--- src/rtl/led_arb_pkg.sv ---
// Shared types and helpers for the LED request arbiter.
package led_arb_pkg;

  typedef enum logic [1:0] {IDLE, SHOW, GAP} arb_state_e;

  localparam int unsigned LED_W     = 6;
  localparam int unsigned GAP_TICKS = 1;
  localparam int unsigned MAX_REQ   = 8;

  // Round-robin pick: first set request searching upward from ptr+1, wrapping at num.
  // Returns a one-hot vector (all zero when nothing is requested).
  function automatic logic [MAX_REQ-1:0] rr_pick(input logic [MAX_REQ-1:0] req,
                                                 input logic [2:0]         ptr,
                                                 input int unsigned        num);
    logic [MAX_REQ-1:0] pick;
    int unsigned        idx;
    pick = '0;
    for (int unsigned i = 1; i <= MAX_REQ; i++) begin
      if (i <= num) begin
        idx = (32'(ptr) + i) % num;
        if ((pick == '0) && req[idx[2:0]]) begin
          pick[idx[2:0]] = 1'b1;
        end
      end
    end
    return pick;
  endfunction

endpackage

--- src/rtl/led_tick_gen.sv ---
// Clock-enable tick generator: one-cycle tick every TICK_DIV enabled cycles.
// clear restarts the count at zero; freeze holds the count and suppresses the tick.
module led_tick_gen #(
  parameter int unsigned TICK_DIV = 10000000
) (
  input  logic clock,
  input  logic reset,
  input  logic clear,
  input  logic freeze,
  output logic tick
);

  localparam int unsigned     CNT_W   = (TICK_DIV > 1) ? $clog2(TICK_DIV) : 1;
  localparam logic [CNT_W-1:0] CNT_MAX = CNT_W'(TICK_DIV - 1);

  logic [CNT_W-1:0] cnt_q, cnt_d;

  assign tick = !freeze && (cnt_q == CNT_MAX);

  // Next count: clear wins, freeze holds, otherwise count 0..TICK_DIV-1.
  always_comb begin
    cnt_d = cnt_q;
    if (clear) begin
      cnt_d = '0;
    end else if (!freeze) begin
      cnt_d = (cnt_q == CNT_MAX) ? '0 : cnt_q + 1'b1;
    end
  end

  // Count register.
  always_ff @(posedge clock or negedge reset) begin
    if (!reset) begin
      cnt_q <= '0;
    end else begin
      cnt_q <= cnt_d;
    end
  end

endmodule

--- src/rtl/led_request_arbiter.sv ---
// Round-robin arbiter sharing the 6-LED status bank between NUM_REQ requesters.
// Optional build macro LED_ARB_PREEMPT_EN: requester 0 preempts any other owner in SHOW.
module led_request_arbiter
  import led_arb_pkg::*;
#(
  parameter int unsigned NUM_REQ  = 4,
  parameter int unsigned TICK_DIV = 10000000,
  parameter int unsigned HOLD_W   = 4
) (
  input  logic                      clock,
  input  logic                      reset,
  input  logic [NUM_REQ-1:0]        req,
  input  logic [NUM_REQ*LED_W-1:0]  req_pattern,
  input  logic [NUM_REQ*HOLD_W-1:0] req_hold,
  input  logic                      mtne_req,
  output logic [NUM_REQ-1:0]        grant,
  output logic [NUM_REQ-1:0]        done,
  output logic [LED_W-1:0]          led_enable,
  output logic                      mtne_mode,
  output logic                      busy
);

  localparam int unsigned PTR_W = $clog2(NUM_REQ);

  arb_state_e         state_q, state_d;
  logic [PTR_W-1:0]   ptr_q, ptr_d;
  logic [PTR_W-1:0]   owner_q, owner_d;
  logic [NUM_REQ-1:0] grant_q, grant_d;
  logic [NUM_REQ-1:0] done_q, done_d;
  logic [LED_W-1:0]   pattern_q, pattern_d;
  logic [HOLD_W-1:0]  hold_q, hold_d;

  logic               tick, tick_clear;
  logic [MAX_REQ-1:0] pick;
  logic [PTR_W-1:0]   pick_idx;
  logic [LED_W-1:0]   pick_pattern;
  logic [HOLD_W-1:0]  pick_hold, zero_hold;
  logic               expire, preempt;

  led_tick_gen #(
    .TICK_DIV(TICK_DIV)
  ) u_tick_gen (
    .clock (clock),
    .reset (reset),
    .clear (tick_clear),
    .freeze(mtne_req),
    .tick  (tick)
  );

`ifdef LED_ARB_PREEMPT_EN
  assign preempt = req[0] && (owner_q != '0);
`else
  assign preempt = 1'b0;
`endif

  // Round-robin winner and its request fields; a zero hold is shown for one tick.
  always_comb begin
    pick     = rr_pick(MAX_REQ'(req), 3'(ptr_q), NUM_REQ);
    pick_idx = '0;
    for (int i = 0; i < MAX_REQ; i++) begin
      if (pick[i]) pick_idx = PTR_W'(i);
    end
    pick_pattern = req_pattern[pick_idx*LED_W +: LED_W];
    pick_hold    = req_hold[pick_idx*HOLD_W +: HOLD_W];
    if (pick_hold == '0) pick_hold = HOLD_W'(1);
    zero_hold = req_hold[HOLD_W-1:0];
    if (zero_hold == '0) zero_hold = HOLD_W'(1);
  end

  // The last tick of a hold (or gap) period; hold_q never goes below zero.
  assign expire = tick && (hold_q <= HOLD_W'(1));

  // Next-state logic; everything freezes while the maintenance override is active.
  always_comb begin
    state_d    = state_q;
    ptr_d      = ptr_q;
    owner_d    = owner_q;
    grant_d    = grant_q;
    done_d     = '0;
    pattern_d  = pattern_q;
    hold_d     = hold_q;
    tick_clear = 1'b0;
    if (!mtne_req) begin
      case (state_q)
        IDLE: begin
          if (|req) begin
            state_d    = SHOW;
            grant_d    = pick[NUM_REQ-1:0];
            owner_d    = pick_idx;
            ptr_d      = pick_idx;
            pattern_d  = pick_pattern;
            hold_d     = pick_hold;
            tick_clear = 1'b1;
          end
        end
        SHOW: begin
          if (expire) begin
            // Normal expiry takes priority even if the owner drops req this cycle.
            done_d     = grant_q;
            grant_d    = '0;
            state_d    = GAP;
            hold_d     = HOLD_W'(GAP_TICKS);
            tick_clear = 1'b1;
          end else if (preempt) begin
            grant_d    = NUM_REQ'(1);
            owner_d    = '0;
            ptr_d      = '0;
            pattern_d  = req_pattern[LED_W-1:0];
            hold_d     = zero_hold;
            tick_clear = 1'b1;
          end else if (!req[owner_q]) begin
            grant_d    = '0;
            state_d    = GAP;
            hold_d     = HOLD_W'(GAP_TICKS);
            tick_clear = 1'b1;
          end else if (tick) begin
            hold_d = hold_q - 1'b1;
          end
        end
        GAP: begin
          if (expire) begin
            state_d = IDLE;
            hold_d  = '0;
          end else if (tick) begin
            hold_d = hold_q - 1'b1;
          end
        end
        default: state_d = IDLE;
      endcase
    end
  end

  // Arbiter state registers.
  always_ff @(posedge clock or negedge reset) begin
    if (!reset) begin
      state_q   <= IDLE;
      ptr_q     <= PTR_W'(NUM_REQ - 1);
      owner_q   <= '0;
      grant_q   <= '0;
      done_q    <= '0;
      pattern_q <= '0;
      hold_q    <= '0;
    end else begin
      state_q   <= state_d;
      ptr_q     <= ptr_d;
      owner_q   <= owner_d;
      grant_q   <= grant_d;
      done_q    <= done_d;
      pattern_q <= pattern_d;
      hold_q    <= hold_d;
    end
  end

  assign grant      = grant_q;
  assign done       = done_q;
  assign led_enable = (state_q == SHOW) ? pattern_q : '0;
  assign mtne_mode  = mtne_req;
  assign busy       = (state_q != IDLE);

endmodule

--- config.mk ---
export PLATFORM = sky130hd
export DESIGN_NAME = led_request_arbiter
export DESIGN_NICKNAME = d
export VERILOG_FILES = /design/src/rtl/led_arb_pkg.sv /design/src/rtl/led_tick_gen.sv /design/src/rtl/led_request_arbiter.sv
export SDC_FILE = /design/constraint.sdc
export NUM_CORES = 1
export LEC_CHECK = 0
export BUFFER_PORTS_ARGS = -buffer_cell sky130_fd_sc_hd__buf_2
export CAP_MARGIN = 10
export CORE_MARGIN = 2
export CORE_UTILIZATION = 50
export DETAILED_ROUTE_END_ITERATION = 6
export GPL_TIMING_DRIVEN = 0
export PLACE_DENSITY = 0.73
export SLEW_MARGIN = 15
export SYNTH_ARGS = -nofsm -noshare
export SYNTH_HDL_FRONTEND = slang
export SYNTH_SLANG_ARGS = --single-unit
--- constraint.sdc ---
create_clock -name clock -period 10.8 [get_ports clock]
set_input_delay 0.54 -clock clock [delete_from_list [all_inputs] [get_ports clock]]
set_output_delay 0.54 -clock clock [all_outputs]
set_load 0.01 [all_outputs]
Yosys cells after proc, flatten, opt, wreduce, memory -nomap -nowiden
Cells that the tools add are included.
- flip-flop bits (word level): 48
- bits of input ports: 47
- output and inout bits: 16
- word-level logic and storage cells: 118
- add/sub/neg operators: 6
- multipliers: 1
- $lt $le $gt $ge: 10
- equality and inequality tests: 7
- shift operators: 2
- mux-type cells: 57
- bitwise gates (word level): 4
- reduce and logical (&&, ||, !) cells: 23
- operators by type and width (cell ; number):
    $mux W24 ; 3
    $mux W4 ; 14
    $add A24 B1 Y24 const B ; 1
    $eq A24 B24 Y1 const B ; 1
    $logic_not A8 Y1 ; 3
    $shiftx A24 B6 Y6 ; 1
    $mux W2 ; 10
    $lt A2 B4 Y1 const B ; 4
    $mux W8 ; 2
    $or A8 B4 Y8 ; 2
    $shiftx A16 B5 Y4 ; 1
    $mux W1 ; 14
    $pmux W4 S3 ; 1
    $bmux W1 S2 ; 5
    $logic_and A1 B1 Y1 ; 9
    $demux W1 S2 ; 4
    $ge A2 B1 Y1 const B ; 4
    $pmux W4 S2 ; 1
    $reduce_and A4 Y1 ; 2
    $mux W6 ; 1
    $pmux W2 S3 ; 1
    $reduce_and A3 Y1 ; 2
    $add A2 B1 Y2 const B ; 2
    $add A2 B2 Y2 const B ; 2
    18 further kinds ; 20

Depth between registers and ports, before layout
Gate-level depths: netlist (run 1).
- word-level depth: 27
- mapped depth: 12
- mapped depth without buffers: 10

By module
Synthesis (run 1) repeated with hierarchy kept, for this count alone.
- cell total of the unflattened synthesis: 389
- area, all modules: 3530.9 um^2
- modules (own cells, without submodules) (module ; instances ; cells an instance ; area each (um^2) ; sequential area each (um^2)):
    led_request_arbiter ; 1 ; 232 ; 2100.8 ; 603.1
    led_tick_gen ; 1 ; 157 ; 1430.1 ; 600.6

Worst setup path after synthesis (run 1)
OpenSTA, ideal clock, no wires.
- path kind: register to register
- from: reg ptr_q[0]
- to: reg hold_q[1]
- setup time: 0.136 ns
- data arrival time: 3.346 ns
- required time: 10.664 ns
- path slack: 7.318 ns
- cell stages (with the launch flop): 12
- buffers on the path: 1
- period minus slack after synthesis: 3.482 ns
- cell sequence: dfstp_2 > inv_1 > ha_1 > or4_1 > a21bo_1 > buf_6 > o211ai_1 > o211ai_4 > a211oi_4 > mux4_2 > nand2_1 > o311ai_1
- cells in the longest elaborated chain, start to end: 27
- elaborated cells on any way between the ends: 57
- classes of those cells: 4 x add/sub; 8 x order compare; 1 x shift; 30 x mux; 3 x bitwise; 11 x reduce/logical
- RTL lines (item ; RTL line ; RTL):
    start: declaration ; led_request_arbiter.sv:26 ; logic [PTR_W-1:0] ptr_q, ptr_d;
    start signal: assignment ; led_request_arbiter.sv:137 ; ptr_q <= PTR_W'(NUM_REQ - 1);
    start signal: assignment ; led_request_arbiter.sv:145 ; ptr_q <= ptr_d;
    $add A2 B1 Y2 ; led_arb_pkg.sv:20 ; idx = (32'(ptr) + i) % num;
    $lt A2 B4 Y1 (not written as such) or $ge A2 B1 Y1 (tied branches) ; led_arb_pkg.sv:22 ; pick[idx[2:0]] = 1'b1;
    $logic_and A1 B1 Y1 (not written as such) ; led_arb_pkg.sv:22 ;
    $mux W1 (not written as such) ; led_arb_pkg.sv:22 ;
    $demux W1 S2 ; led_arb_pkg.sv:22 ;
    $mux W4 ; led_arb_pkg.sv:21 ; if ((pick == '0) && req[idx[2:0]]) begin
    $logic_not A8 Y1 ; led_arb_pkg.sv:21 ;
    $logic_and A1 B1 Y1 ; led_arb_pkg.sv:21 ;
    [... 7 more ...] ; n/a ;
    $mux W1 ; led_request_arbiter.sv:61 ; if (pick[i]) pick_idx = PTR_W'(i);
    $mux W2 (5 in a row) ; led_request_arbiter.sv:61 ;
    $mux W2 * ; led_request_arbiter.sv:61 ;
    $shiftx A16 B5 Y4 * ; led_request_arbiter.sv:64 ; pick_hold = req_hold[pick_idx*HOLD_W +: HOLD_W];
    $logic_not A4 Y1 ; led_request_arbiter.sv:65 ; if (pick_hold == '0) pick_hold = HOLD_W'(1);
    $mux W4 * ; led_request_arbiter.sv:65 ;
    $mux W4 * ; led_request_arbiter.sv:86 ; if (|req) begin
    $pmux W4 S3 * ; led_request_arbiter.sv:84 ; case (state_q)
    end signal: assignment ; led_request_arbiter.sv:150 ; hold_q <= hold_d;
    end: declaration ; led_request_arbiter.sv:31 ; logic [HOLD_W-1:0] hold_q, hold_d;
Mark *: on every way between the ends. The rest lies on a longest branch, timed or not. The select of a mux whose other input is x is not followed.
A chain may end at the register's enable or synchronous reset.

Worst setup path after layout (run 1)
- from: reg ptr_q[0]
- to: reg hold_q[2]
The elaborated chain is that of the path after synthesis.

==> run summary, run 1 <==
vias - 3,269
FF-to-FF End - hold_q[2]
CTS Root Cell - clkbuf_8
Skew-Pair Late Insertion Delay - 0.30 ns
Setup Skew - 0.0115 ns
Synth Warn # - 0
final hold slack - 0.226 ns
status - complete, no violations
crit-path cells - inv_1, ha_1, or4_1, a21boi_1, mux2_2, a221oi_4, a211oi_4, nor2b_1, o31ai_1, o2bb2ai_1
I/O Pins - 63
arrival time at the worst endpoint - 4.07 ns
Crit Path Max Fanout - 9
CTS tree - done
vias per cell - 6.11
ANT nets after route - 0
Yosys cell types - 62
TritonRoute pass-1 iters - 5
share of cells above drive strength 1 - 0.220
# nets final - 516
Inserted Clock Buffers - 5
Post-CTS Hold Buffers - 0
Reg-to-Reg Start - ptr_q[0]
CP Capture Point - hold_q[2]
H-tree depth - 2
Mapped Cells - 385
period utilisation layout - 0.355
# rows - 30
Setup crit start - ptr_q[0]
setup TNS - 0 ns
Max-slew headroom - 0.352
top post-synthesis cells by area - dfrtp_1, o21ai_0, ha_1, nor2_1, mux4_2
global route overflow - 0
synthesis-to-layout area growth - 15.3%
area leader, netlist - dfrtp_1
drt wl/cell - 15.8 µm
Worst Setup End Kind - flip-flop
Yosys top cell area share - 0.332
number of synthesized flops with an enable pin - 0
initial DRC count - 269
Leak - 1.78 nW
Power Density - 286 nW/µm²
Final Hold Viols - 0
RD Place Congestion - 0.911
Tmin final - 3.84 ns
postcts setup bufs - 0
hpwl dp - 6.41 mm
vias in the first global route - 3,048
global-route wire length before repair - 14.3 mm
FFs w/ async S/R, synth - 1.00
Die ar. - 7610 µm²
Worst VDD drop - 0.145 mV
die width - 87.2 µm
Critical Path Slowest Stage Cell - dfstp_2
worst path required time - 11.03 ns
post-synthesis net count - 447
final WL - 8.47 mm
max cap viols - 0
Slew @ Worst Pin - 0.963 ns
clk slew on worst S/H paths - 0.10 ns
Mapped Avg Cell Area - 9.00 µm²
top_reg_cell synth - dfrtp_1
initial antenna violation count - 0
HP Class - in2async
IO buf count - 62
Resized cells post-CTS - 0
final setup vio count - 0
sequential area share after synthesis - 0.348
category of the most critical setup path - reg2reg
synthesized area - 3460 µm²
n_diodes - 0
post-synthesis register bit count - 48
Largest stage delay, worst path - 0.66 ns
reg2reg path depth - 10
Initial Util - 0.513
unrepaired setup endpoints after global routing - false
CORE AREA - 6760 µm²
fmax - 260 MHz
# DRC - 0
largest net degree at the start of global routing - 49
chip height - 87.2 µm
startpoint types - flip-flop
max-slew violation count - 0
Longest Clk Path Bufs - 2
reg2reg setup slack - 6.96 ns
GR Util All Layers - 0.236
clk sinks - 48
-- worst max-delay path: cells and delay by family (launching register included) --
| family | cells | cell delay [ns] |
|---|---|---|
| AOI/OAI and AO/OA | 5 | 1.58 |
| adders and majority gates | 1 | 0.25 |
| buffers and inverters | 1 | 0.15 |
| DFF | 1 | 0.66 |
| muxes | 1 | 0.42 |
| and+or+nand+nor | 2 | 0.72 |
-- cells in the final DEF, fill, tap and decap left out, drive strengths merged, types with 7 or more instances in the layout --
cell type,synthesis,final
clkbuf,10,15
nor2,36,36
o21ai,39,39
a21boi,7,7
buf,4,66
a21oi,19,19
nand2,27,27
nor2b,8,8
o31ai,11,11
mux2,8,8
and2,11,11
inv,13,13
ha,15,15
mux4,7,7
and3,11,11
dfrtp,46,46
nand3,20,20
-- area by class of cell --
type / instances / area [µm²]
tap: 80 / 100
timing repair buffer: 62 / 313
buffer: 14 / 66.3
clock buffer: 5 / 68.8
fill: 620 / 2760
multi-input combinational: 309 / 2150
sequential: 48 / 1200
inverter: 14 / 52.6
clock inverter: 3 / 42.5
-- registers in the layout, summed over array words and instances (netlist names) --
register / count
ptr_q: 2
owner_q: 2
state_q: 2
hold_q: 4
pattern_q: 6
grant: 4
u_tick_gen.cnt_q: 24
done: 4
-- power by group --
part           switching [mW]  leakage, nW  internal (mW)  total, mW
registers              0.0400        0.623          0.226      0.266
clock network          0.0613       0.0541         0.0686      0.130
logic                   0.424         1.10          0.323      0.747
-- cells in the mapped netlist, types with 10 or more instances --
master    instances
a21oi_1          19
and2_1           11
and3_1           11
clkbuf_1         10
dfrtp_1          46
ha_1             15
inv_1            13
nand2_1          27
nand3_1          20
nor2_1           36
o21ai_0          39
o31ai_1          11
-- per-stage QoR --
stage,total power [mW],std cells,util,setup WS [ns],area [µm²]
floorplan,0.836,385,-,7.32,3460
global placement,0.992,527,0.573,6.98,3870
detailed placement,1.01,527,0.573,6.96,3870
CTS,1.14,535,0.590,6.96,3990
global route,1.25,535,0.591,6.69,3990
finish,1.14,535,0.591,6.96,3990
-- logic make-up (layout without fill, tap and decap cells) --
logic type,Yosys count,in the layout,share of synthesized area
mux,15,15,0.0726
buf+inv,28,98,0.0343
xor+xnor,7,7,0.0177
compound gates,117,117,0.235
flops,48,48,0.348
simple gates,155,155,0.239
fa+ha+maj,15,15,0.0542
-- per-layer routing --
metal / wire [µm] / up-vias / global-route usage
met5: 0 / - / 0
met4: 90 / 0 / 0.0755
met3: 566 / 8 / 0.0521
met2: 3940 / 122 / 0.362
met1: 3880 / 1563 / 0.333
li1: - / 1576 / -
-- how the worst min path moves through the flow --
stage / slack, ns / to / cells after the start
after floorplan: 0.24 / done[0] / 0
final: 0.23 / u_tick_gen.cnt_q[16] / 1
after global routing: 0.27 / u_tick_gen.cnt_q[15] / 1
after detailed placement: 0.47 / u_tick_gen.cnt_q[23] / 1
after CTS: 0.46 / u_tick_gen.cnt_q[14] / 1
after global placement: 0.46 / u_tick_gen.cnt_q[23] / 1
Note: power is estimated with default switching activity, not from simulation.
==> inputs of run 2 (changes only) <==
- clock period: 10.8 -> 3.6 ns (I/O delays scaled with it)
==> run 2 against run 1 <==
  * Final cell count increased by 2.1%
  * Critical path depth is 1 higher
  * Via count is 1.9% higher
  * Utilization is 1.8 points higher
  * Sequential power grew to 2.9 times the previous value
  * Critical endpoint is now hold_q[1]
  * Largest cell class unchanged
  * Largest power group unchanged
==> run summary, run 2 (synthesis results as in run 1) <==
status - complete, no violations
TritonRoute pass-1 iters - 5
Worst VDD drop - 0.468 mV
Post-Layout Cell Count - 546
CP dominant cell by count - mux4_2
vias in the first global route - 3,073
share of cells above drive strength 1 - 0.255
commonest non-fill, non-tap cell in the layout - buf_2
Inserted Clock Buffers - 5
synthesis-to-layout area growth - 18.8%
clk sinks - 48
H-tree depth - 2
hpwl dp - 6.41 mm
Final Hold Viols - 0
ANT nets after route - 0
top flop regs - u_tick_gen.cnt_q (24), pattern_q (6)
crit-path cells - inv_1, ha_1, mux4_2, buf_2, a21boi_1, o21ai_0, and4_1, a211oi_4, mux4_2, nand2_1, o311ai_1
max cap viols - 0
Largest stage delay, worst path - 0.57 ns
# DRC - 0
CP delay by family, top - multiplexers
Longest Clk Path Bufs - 2
final WL - 8.64 mm
Leak - 1.85 nW
clk slew on worst S/H paths - 0.09 ns
unrepaired setup endpoints after global routing - false
max reg flops - 24
commonest cells after routing, fill and taps aside - buf_2, dfrtp_1, o21ai_0
Setup Skew - 0.0129 ns
Die ar. - 7610 µm²
fmax - 290 MHz
Skew-Pair Late Insertion Delay - 0.30 ns
CTS Root Cell - clkbuf_8
Tmin final - 3.45 ns
Critical path buffers and inverters - 2
I/O Pins - 63
max-slew violation count - 0
Initial Util - 0.513
HP Class - in2reg
Crit Path Max Fanout - 10
worst path required time - 3.77 ns
period utilisation layout - 0.959
startpoint types - flip-flop
Slew @ Worst Pin - 0.965 ns
global route overflow - 0
CTS tree - done
initial DRC count - 245
RD Place Congestion - 0.911
Cells after DPL - 527
vias per cell - 6.10
global-route wire length before repair - 14.4 mm
category of the most critical setup path - reg2reg
initial antenna violation count - 0
Worst Setup End Kind - flip-flop
Max-slew headroom - 0.351
vias - 3,331
n_diodes - 0
Final Core Density - 0.609
largest net degree at the start of global routing - 49
chip height - 87.2 µm
drt wl/cell - 15.8 µm
Top reg by flops - u_tick_gen.cnt_q
Power Density - 904 nW/µm²
# rows - 30
die width - 87.2 µm
IO buf count - 62
GR Util All Layers - 0.237
Critical Path Slowest Stage Cell - dfstp_2
final setup vio count - 0
arrival time at the worst endpoint - 3.63 ns
CORE AREA - 6760 µm²
# nets final - 527
setup TNS - 0 ns
## run 2: changes by cell type in the layout (fill, tap and decap cells not counted), sizes merged
cell	change
buf	+9
clkbuf	+1
dlygate4sd3	+1
## run 2: worst paths after layout
kind / slack, ns / start / endpoint / cells past startpoint
max reg2reg: 0.15 / ptr_q[1] / hold_q[1] / 11
max: 0.15 / ptr_q[1] / hold_q[1] / 11
max in group asynchronous: 2.77 / reset / grant[0] / 2
min: 0.19 / req_pattern[12] / pattern_q[0] / 3
min in group asynchronous: 0.41 / reset / u_tick_gen.cnt_q[15] / 2
min reg2reg: 0.48 / u_tick_gen.cnt_q[23] / u_tick_gen.cnt_q[23] / 1
## run 2: per-layer routing
metal	track usage	up-vias	wire length, µm
met3	0.0512	13	607
met4	0.0783	0	107
met1	0.337	1580	3940
li1	-	1600	-
met5	0	-	0
met2	0.362	138	3990
## run 2: power by group
group | switching [mW] | internal (mW)
Combinational | 1.38 | 1.17
Sequential | 0.0992 | 0.678
Clock | 0.187 | 0.206
Total | 1.67 | 2.05
## run 2: tightest hold or removal path: stages
cell	delay [ns]
buf_2	0.07
a222oi_1	0.05
a21oi_1	0.14
## run 2: what timing repair did
action	CTS	global route
pin swaps	2	5
setup buffers	3	7
hold buffers	0	1
resized for setup	4	10
setup endpoints to repair	10	20
endpoints found under the hold margin	0	46
## run 2: layout make-up
cell class	count	area, µm²
timing repair buffer	73	398
inverter	14	52.6
fill	602	2640
tap	80	100
clock buffer	5	68.8
sequential	48	1200
buffer	14	72.6
clock inverter	3	42.5
multi-input combinational	309	2180
## run 2: through the flow
| step | area [µm²] | hold slack, ns | worst slack, ns | power (mW) |
|---|---|---|---|---|
| 3_3_place_gp | 3870 | 0.439 | -0.218 | 2.98 |
| 3_5_place_dp | 3870 | 0.437 | -0.238 | 3.03 |
| 6_report | 4120 | 0.187 | 0.146 | 3.72 |
| 2_1_floorplan | 3460 | -0.116 | 0.118 | 2.51 |
| 5_1_grt | 4120 | 0.218 | 0.0189 | 4.03 |
| 4_1_cts | 4020 | 0.103 | -0.00538 | 3.53 |
